`src/rtl/fetch_unit.sv`:
```
// rtl/fetch_unit.sv - instruction fetch stage with 2-entry output queue
//
// Purpose: keeps the fetch PC, issues one outstanding instruction-memory
// request at a time, buffers returned words with their PCs for decode and
// handles redirects, dropping any fetch already in flight.
//
// Build option: FETCH_MISALIGN_FAULT_EN - when defined, a redirect to a
// non word-aligned target halts fetch and raises the sticky fault output.
// When undefined the low target bits are cleared and fault stays 0.
//
// Ports:
//   clk, rst            clock, synchronous active-high reset
//   imem_req/addr       fetch request and address (from registered state only)
//   imem_ack/rdata      request completion and instruction word
//   redirect/_pc        one-cycle redirect pulse and target
//   inst/inst_pc        queue head word and its PC
//   inst_valid/ready    queue head handshake towards decode
//   fault               sticky misaligned-redirect fault
module fetch_unit #(
  parameter logic [31:0] RESET_PC = 32'h0000_0000
) (
  input  logic        clk,
  input  logic        rst,
  output logic        imem_req,
  output logic [31:0] imem_addr,
  input  logic        imem_ack,
  input  logic [31:0] imem_rdata,
  input  logic        redirect,
  input  logic [31:0] redirect_pc,
  output logic [31:0] inst,
  output logic [31:0] inst_pc,
  output logic        inst_valid,
  input  logic        inst_ready,
  output logic        fault
);

  typedef enum logic [1:0] {RUN, DROP, HALT} state_e;

  state_e      state_q, state_d;
  logic [31:0] fpc_q, fpc_d;
  logic [31:0] fpc_next_q, fpc_next_d;
  logic        halt_pend_q, halt_pend_d;
  logic        active_q;
  logic [1:0]  count_q, count_d;
  logic [31:0] word_q [2];
  logic [31:0] word_d [2];
  logic [31:0] pc_q [2];
  logic [31:0] pc_d [2];

  logic [31:0] tgt;
  logic        misalign;
  logic        pop;
  logic        push;
  logic        wr_idx;

`ifdef FETCH_MISALIGN_FAULT_EN
  assign tgt      = redirect_pc;
  assign misalign = |redirect_pc[1:0];
`else
  assign tgt      = redirect_pc & 32'hFFFF_FFFC;
  assign misalign = 1'b0;
`endif

  // active_q keeps the request low in the first cycle after reset release.
  assign imem_req   = active_q && ((state_q == RUN && count_q != 2'd2) || state_q == DROP);
  assign imem_addr  = fpc_q;
  assign inst       = word_q[0];
  assign inst_pc    = pc_q[0];
  assign inst_valid = (count_q != 2'd0);
  assign fault      = (state_q == HALT);

  assign pop    = inst_valid && inst_ready;
  assign push   = imem_req && imem_ack;
  // Slot written by a push once this cycle's pop has shifted the queue.
  assign wr_idx = (count_q == 2'd1) && !pop;

  always_comb begin
    state_d     = state_q;
    fpc_d       = fpc_q;
    fpc_next_d  = fpc_next_q;
    halt_pend_d = halt_pend_q;
    count_d     = count_q;
    word_d      = word_q;
    pc_d        = pc_q;
    unique case (state_q)
      RUN: begin
        if (redirect) begin
          count_d = 2'd0;
          if (imem_req && !imem_ack) begin
            // Request cannot be withdrawn: wait for it in DROP.
            state_d     = DROP;
            fpc_next_d  = tgt;
            halt_pend_d = misalign;
          end else if (misalign) begin
            state_d = HALT;
          end else begin
            fpc_d = tgt;
          end
        end else begin
          if (pop) begin
            word_d[0] = word_q[1];
            pc_d[0]   = pc_q[1];
          end
          if (push) begin
            word_d[wr_idx] = imem_rdata;
            pc_d[wr_idx]   = fpc_q;
            fpc_d          = fpc_q + 32'd4;
          end
          count_d = count_q + {1'b0, push} - {1'b0, pop};
        end
      end
      DROP: begin
        count_d = 2'd0;
        if (redirect && imem_ack) begin
          // Old request finishes now, so the new target needs no drain.
          if (misalign) state_d = HALT;
          else begin
            fpc_d   = tgt;
            state_d = RUN;
          end
        end else if (redirect) begin
          fpc_next_d  = tgt;
          halt_pend_d = misalign;
        end else if (imem_ack) begin
          if (halt_pend_q) state_d = HALT;
          else begin
            fpc_d   = fpc_next_q;
            state_d = RUN;
          end
        end
      end
      HALT: begin
        count_d = 2'd0;
      end
      default: begin
        state_d = RUN;
      end
    endcase
  end

  always_ff @(posedge clk) begin
    if (rst) begin
      state_q     <= RUN;
      fpc_q       <= RESET_PC;
      fpc_next_q  <= RESET_PC;
      halt_pend_q <= 1'b0;
      active_q    <= 1'b0;
      count_q     <= 2'd0;
      word_q[0]   <= 32'd0;
      word_q[1]   <= 32'd0;
      pc_q[0]     <= 32'd0;
      pc_q[1]     <= 32'd0;
    end else begin
      state_q     <= state_d;
      fpc_q       <= fpc_d;
      fpc_next_q  <= fpc_next_d;
      halt_pend_q <= halt_pend_d;
      active_q    <= 1'b1;
      count_q     <= count_d;
      word_q      <= word_d;
      pc_q        <= pc_d;
    end
  end

endmodule

```
`config.mk`:
```
export PLATFORM = sky130hd
export DESIGN_NAME = fetch_unit
export DESIGN_NICKNAME = d
export VERILOG_FILES = /design/src/rtl/fetch_unit.sv
export SDC_FILE = /design/constraint.sdc
export NUM_CORES = 1
export LEC_CHECK = 0
export ABC_CLOCK_PERIOD_IN_PS = 4190
export BUFFER_PORTS_ARGS = -buffer_cell sky130_fd_sc_hd__buf_2
export CELL_PAD_IN_SITES_DETAIL_PLACEMENT = 2
export CELL_PAD_IN_SITES_GLOBAL_PLACEMENT = 2
export CORE_UTILIZATION = 36
export CTS_BUF_LIST = sky130_fd_sc_hd__clkbuf_4
export DETAILED_ROUTE_END_ITERATION = 10
export PLACE_DENSITY_LB_ADDON = 0.1
export SETUP_SLACK_MARGIN = 0.05
export SYNTH_ARGS = -nofsm -noshare
export SYNTH_HDL_FRONTEND = slang
export SYNTH_SLANG_ARGS = --single-unit
```
`constraint.sdc`:
```
create_clock -name clk -period 4.19 [get_ports clk]
set_input_delay 0.2095 -clock clk [delete_from_list [all_inputs] [get_ports clk]]
set_output_delay 0.2095 -clock clk [all_outputs]
set_load 0.01 [all_outputs]
```
## After elaboration in Yosys (flattened, before gate mapping)

Cells that the tools add are included.

- Add/subtract/negate cells: 3
- $lt $le $gt $ge: 2
- Eq/ne operators: 13
- Muxes and demuxes: 40
- Bitwise operators: 3
- Reduce and logical (&&, ||, !) cells: 21

Operator list:

| cell | count |
|---|---|
| two-way mux 32 bit | 18 |
| bitwise mux 64 bit | 2 |
| two-way mux 64 bit | 2 |
| case mux 32 bit (2 select lines) | 2 |
| adder 32 x 3 -> 32 bit (second input constant) | 1 |
| demux 32 bit (select 1 bit) | 1 |
| two-way mux 2 bit | 7 |
| AND reduction 5 bit | 2 |
| != test 3 x 2 -> 1 bit (second input constant) | 3 |
| logical AND 1 bit | 8 |
| != test 2 bit (second input constant) | 4 |
| != test 3 bit (second input constant) | 2 |
| case mux 2 bit (3 select lines) | 1 |
| AND reduction 6 bit | 1 |
| nonzero test 2 bit | 3 |
| two-way mux 1 bit | 5 |
| equality test 2 x 1 -> 1 bit (second input constant) | 2 |
| case mux 2 bit (2 select lines) | 1 |
| AND reduction 3 bit | 1 |
| adder 2 x 1 -> 2 bit | 1 |
| equality test 2 bit (second input constant) | 1 |
| greater-or-equal comparator 2 bit (second input constant) | 1 |
| zero test 1 bit | 2 |
| zero test 2 bit | 1 |
| 9 further kinds | 10 |

- Flip-flop bits (word level): 198
- Bits of input ports: 69
- Word-level logic and storage cells: 92

## Longest topological paths before layout

- Depth in word-level cells: 11
- Gate-level depth with buffers: 11

## Worst setup path after synthesis

Ideal clock, no wire load.

- Path kind: flip-flop to flip-flop
- From: register state_q[0]
- To: register count_q[1]
- Arrival time: 2053 ps
- Slack: 2000 ps
- Cell stages (with the launch flop): 12
- Buffers on the path: 3
- Period minus slack after synthesis: 2190 ps
- Cells stage by stage: dfxtp_1 > buf_2 > buf_2 > buf_1 > o21a_1 > nand2_1 > ha_1 > inv_1 > ha_1 > xor2_1 > xnor2_1 > nor3_1

- Longest elaborated chain between the ends: 9

RTL lines:

| what | line | text |
|---|---|---|
| from (decl) | 39 | `state_e state_q, state_d;` |
| from (signal assigned) | 154 | `state_q <= state_d;` |
| zero test 2 bit | 65 | `assign imem_req = active_q && ((state_q == RUN && count_q != 2'd2) \|\| state_q == DROP);` |
| logical AND 1 bit | 65 |  |
| logical OR 1 bit (*) | 65 |  |
| logical AND 1 bit (*) | 65 |  |
| named net imem_req | 24 | `output logic imem_req,` |
| logical AND 1 bit (*) | 73 | `assign push = imem_req && imem_ack;` |
| adder 2 x 1 -> 2 bit (*) | 109 | `count_d = count_q + {1'b0, push} - {1'b0, pop};` |
| subtractor 2 x 1 -> 2 bit (*) | 109 |  |
| two-way mux 2 bit (*) | 87 | `if (redirect) begin` |
| case mux 2 bit (2 select lines) (*) | 85 | `unique case (state_q)` |
| to (signal assigned) | 159 | `count_q <= count_d;` |
| to (decl) | 44 | `logic [1:0] count_q, count_d;` |

The timed path passes the listed nets; every way through them passes the cells marked *.
A chain may end at the register's enable or synchronous reset.

## Worst setup path after layout

- From: register count_q[0]
- To: register pc_q, in the netlist inst_pc[22]

- Longest elaborated chain between the ends: 11

RTL lines:

| what | line | text |
|---|---|---|
| nonzero test 2 bit | 69 | `assign inst_valid = (count_q != 2'd0);` |
| logical AND 1 bit | 72 | `assign pop = inst_valid && inst_ready;` |
| zero test 1 bit | 75 | `assign wr_idx = (count_q == 2'd1) && !pop;` |
| logical AND 1 bit | 75 |  |
| inverter 1 -> 2 bit (not written as such) | 106 | `pc_d[wr_idx] = fpc_q;` |
| greater-or-equal comparator 2 bit (not written as such) / < comparator 2 x 1 -> 1 bit (equally long branches) | 106 |  |
| logical AND 1 bit (not written as such) | 106 |  |
| two-way mux 32 bit (not written as such) | 106 |  |
| demux 32 bit (select 1 bit) | 106 |  |
| bitwise mux 64 bit | 106 |  |
| two-way mux 64 bit (*) | 104 | `if (push) begin` |
| to (signal assigned) | 161 | `pc_q <= pc_d;` |
| to (decl) | 47 | `logic [31:0] pc_q [2];` |

Mark *: on every way between the ends. The rest lies on a longest branch, timed or not. The select of a mux whose other input is x is not followed.

==> results.cfg <==
[sta]
period_share_pct = 60.93
tightest_slew_ns = 1.135
finClkSkew_ns = 0.03447
min_period_ns = 2.553
slew-limit-headroom_pct = 24.13
finalSetupTns_ns = 0
final-hold-violation-count = 0
setup_viol = 0
rsz0062_at_grt = no
fmax_mhz = 391.7
slew_viol_final = 0

[setup_path]
crit_buf_inv = 1
worst_path_max_delay_cell = a21oi_4
required_ns = 4.69
path_cells = nand2b_1 -> o2111ai_4 -> a21oi_4 -> buf_12 -> nor2_1 -> a211oi_1
critical_path.max_stage_delay_ns = 0.86
crit_fanout = 38
cp-start-kind = flop
cp-end-kind = flop
criticalPathCategory = flop to flop
arrival_ns = 3.05
cpLargestDelayFamily = compound AO/OA/AOI/OAI gates

[yosys]
yosysSeqAreaShare_pct = 40.31
async_flop_share_pct = 0
synth_cell_types = 80
netlist_instances = 1170
ys_seq_elements = 190
synth_ff_type = dfxtp_1
synth-edff-count = 0
syn-mean-instance-area_um2 = 8.064
syn-cell-area_mm2 = 0.009435
yosysWarnings = 0

[clock_tree]
path_clk_slew_ns = 0.19
tritoncts = yes
post_cts_buffers = 0
ctsRootBufferMaster = clkbuf_4
cts_sinks = 190
numCtsBuffers = 17
clk_path_buf_depth = 2
clk_latency_ns = 0.60
htreeDepth = 4

[placement]
io_buffers = 162
place_hpwl_um = 20220
placed_area_mm2 = 0.009868
place.gp.congestion = 0.7590

[global_route]
grt-ovfl-total = 0
grt_max_degree = 110
antenna_found_initial = 2
grt_pass1_wl_um = 49680
grt_pass1_vias = 9244
grtUsageTotal_pct = 23.69

[worst_hold_path]
hp-class = input pin to flop

[drt]
via_per_inst = 5.453
drc = 0
drt_wl_total_um = 31500
drt_iter0_drc = 450
wire_per_inst_um = 19.56
drt_pass1_iterations = 4
vias = 8780
antenna_left = 0

[layout]
syn_to_final_growth_pct = 14.16
stdcell_area_mm2 = 0.01077
nFillCells = 2950
drive_above_1_share_pct = 21.60
nets = 1337
final_core_util_pct = 42.29

[power_and_ir_drop]
power.leakage_nw = 3.896
p_total_mw = 3.586
ir_drop_uv = 202.3
p_per_area_mw_per_mm2 = 332.9

[die]
io_pins = 168
floorplan.initialDensity_pct = 37.04
fp.dieW_um = 163.9
num_rows = 58
die-area_mm2 = 0.02686
core_area_mm2 = 0.02547
fp.dieH_um = 163.9

[run_status]
outcome = finished, final reports clean

[job]
maxCapViolCount = 0
## state kept, by name, indices dropped and copies added (netlist names)
name        cells
word_q         32
inst           32
fpc_next_q     30
active_q        1
count_q         2
inst_pc        32
imem_addr      30
pc_q           30
state_q         1
## metal layers
layer  global-route usage (%)  wire [µm]
met1                    29.14      14150
met2                    42.85      15790
met3                    3.333       1056
met4                    6.355        502
met5                        0          0
## logic make-up after synthesis
group | Yosys count | share of synthesized area [%]
xor gates and xnor gates | 7 | 0.6498
muxes | 6 | 0.8354
adders and majority gates | 3 | 0.3979
buffers and inverters | 171 | 10.64
other | 1 | 0.03974
AOI/OAI and AO/OA | 293 | 23.38
DFF | 190 | 40.31
and+or+nand+nor | 499 | 23.75
## layout make-up
class	instances	area, µm²	share of cell area (%)
inverters	7	26.28	0.2439
clock inverters	15	150.1	1.394
multi-input cells	811	4641	43.08
flip-flops and latches	190	3804	35.31
clock buffers	17	127.6	1.185
well taps	330	412.9	3.833
diodes	2	5.005	0.04646
repair buffers	238	1605	14.90
## where the power goes
part | leakage [nW] | total (mW) | switching, mW | internal, mW
Sequential | 1.55 | 1.97 | 0.0915 | 1.88
Combinational | 2.21 | 0.564 | 0.334 | 0.230
Clock | 0.144 | 1.05 | 0.735 | 0.315
## worst reg2reg max path, stage by stage (launching register included)
cell       delay [ns]
dfxtp_1          0.39
nand2b_1         0.36
o2111ai_4        0.18
a21oi_4          0.86
buf_12           0.32
nor2_1           0.11
a211oi_1         0.26
## stage by stage
step                setup slack (ns)  std cells  hold WS [ns]
floorplan                      2.000       1172        0.3455
global placement               1.740       1514        0.4368
detailed placement             1.692       1514        0.4499
CTS                            1.605       1608       0.05501
global route                   1.445       1609       0.05495
finish                         1.637       1610       0.08516
## cells in the final DEF, fill, tap and decap left out, types with 4 or more instances in the layout
cell           netlist  routed
or3_1               19      18
clkbuf_4             0      17
xor2_1               6       6
nand4_1              9       9
and2_1               4       4
o221ai_1             8       8
o211ai_1             5       5
buf_2               43     161
nor3_1              15      15
buf_4               76       9
nand3_1             14      14
dlygate4sd3_1        0      62
dfxtp_1            190     190
inv_8                0       4
o21ai_1             14      14
nand2b_1             7       7
a31oi_1              4       4
o22ai_1              5       5
a311oi_1             9       9
nor2_1              80      79
a211oi_1            24      24
nand2_1            304     304
a21oi_1            119     119
buf_12               0       5
a311oi_2            38      38
o21ai_0             23      23
a22o_1               6       6
inv_1                7       7
and3_1               8       8
nor2b_1              7       7
## cells in the mapped netlist (all sizes together) (3+ instances only)
| master | number | area share, % |
|---|---|---|
| a211oi | 24 | 1.9 |
| a21oi | 121 | 6.6 |
| a22o | 6 | 0.56 |
| a22oi | 3 | 0.24 |
| a311oi | 47 | 6.9 |
| a31oi | 4 | 0.27 |
| a32oi | 3 | 0.28 |
| a41oi | 3 | 0.28 |
| and2 | 5 | 0.36 |
| and3 | 8 | 0.53 |
| buf | 126 | 8.8 |
| clkbuf | 38 | 1.5 |
| dfxtp | 190 | 40 |
| ha | 3 | 0.40 |
| inv | 7 | 0.28 |
| mux2i | 4 | 0.56 |
| nand2 | 306 | 12 |
| nand2b | 7 | 0.46 |
| nand3 | 16 | 0.95 |
| nand4 | 11 | 0.95 |
| nor2 | 81 | 3.2 |
| nor2b | 7 | 0.46 |
| nor3 | 19 | 1.4 |
| nor4 | 5 | 0.46 |
| o211ai | 5 | 0.40 |
| o21a | 3 | 0.24 |
| o21ai | 37 | 2.0 |
| o221ai | 8 | 0.74 |
| o22ai | 5 | 0.33 |
| or2 | 3 | 0.20 |
| or3 | 19 | 1.3 |
| xor2 | 6 | 0.56 |
## final timing paths
path	start	cells after the start	slack, ns	endpoint
max	count_q[0]	6	1.64	inst_pc[22]
min	rst	2	0.09	word_q[6]
max reg2reg	count_q[0]	6	1.64	inst_pc[22]
min reg2reg	pc_q[11]	2	0.47	pc_q[11]
## what timing repair did
action	in CTS	in global routing
endpoints found under the hold margin	107	0
resized for setup	0	0
hold buffers	62	0
(Power assumes the default switching activity.)
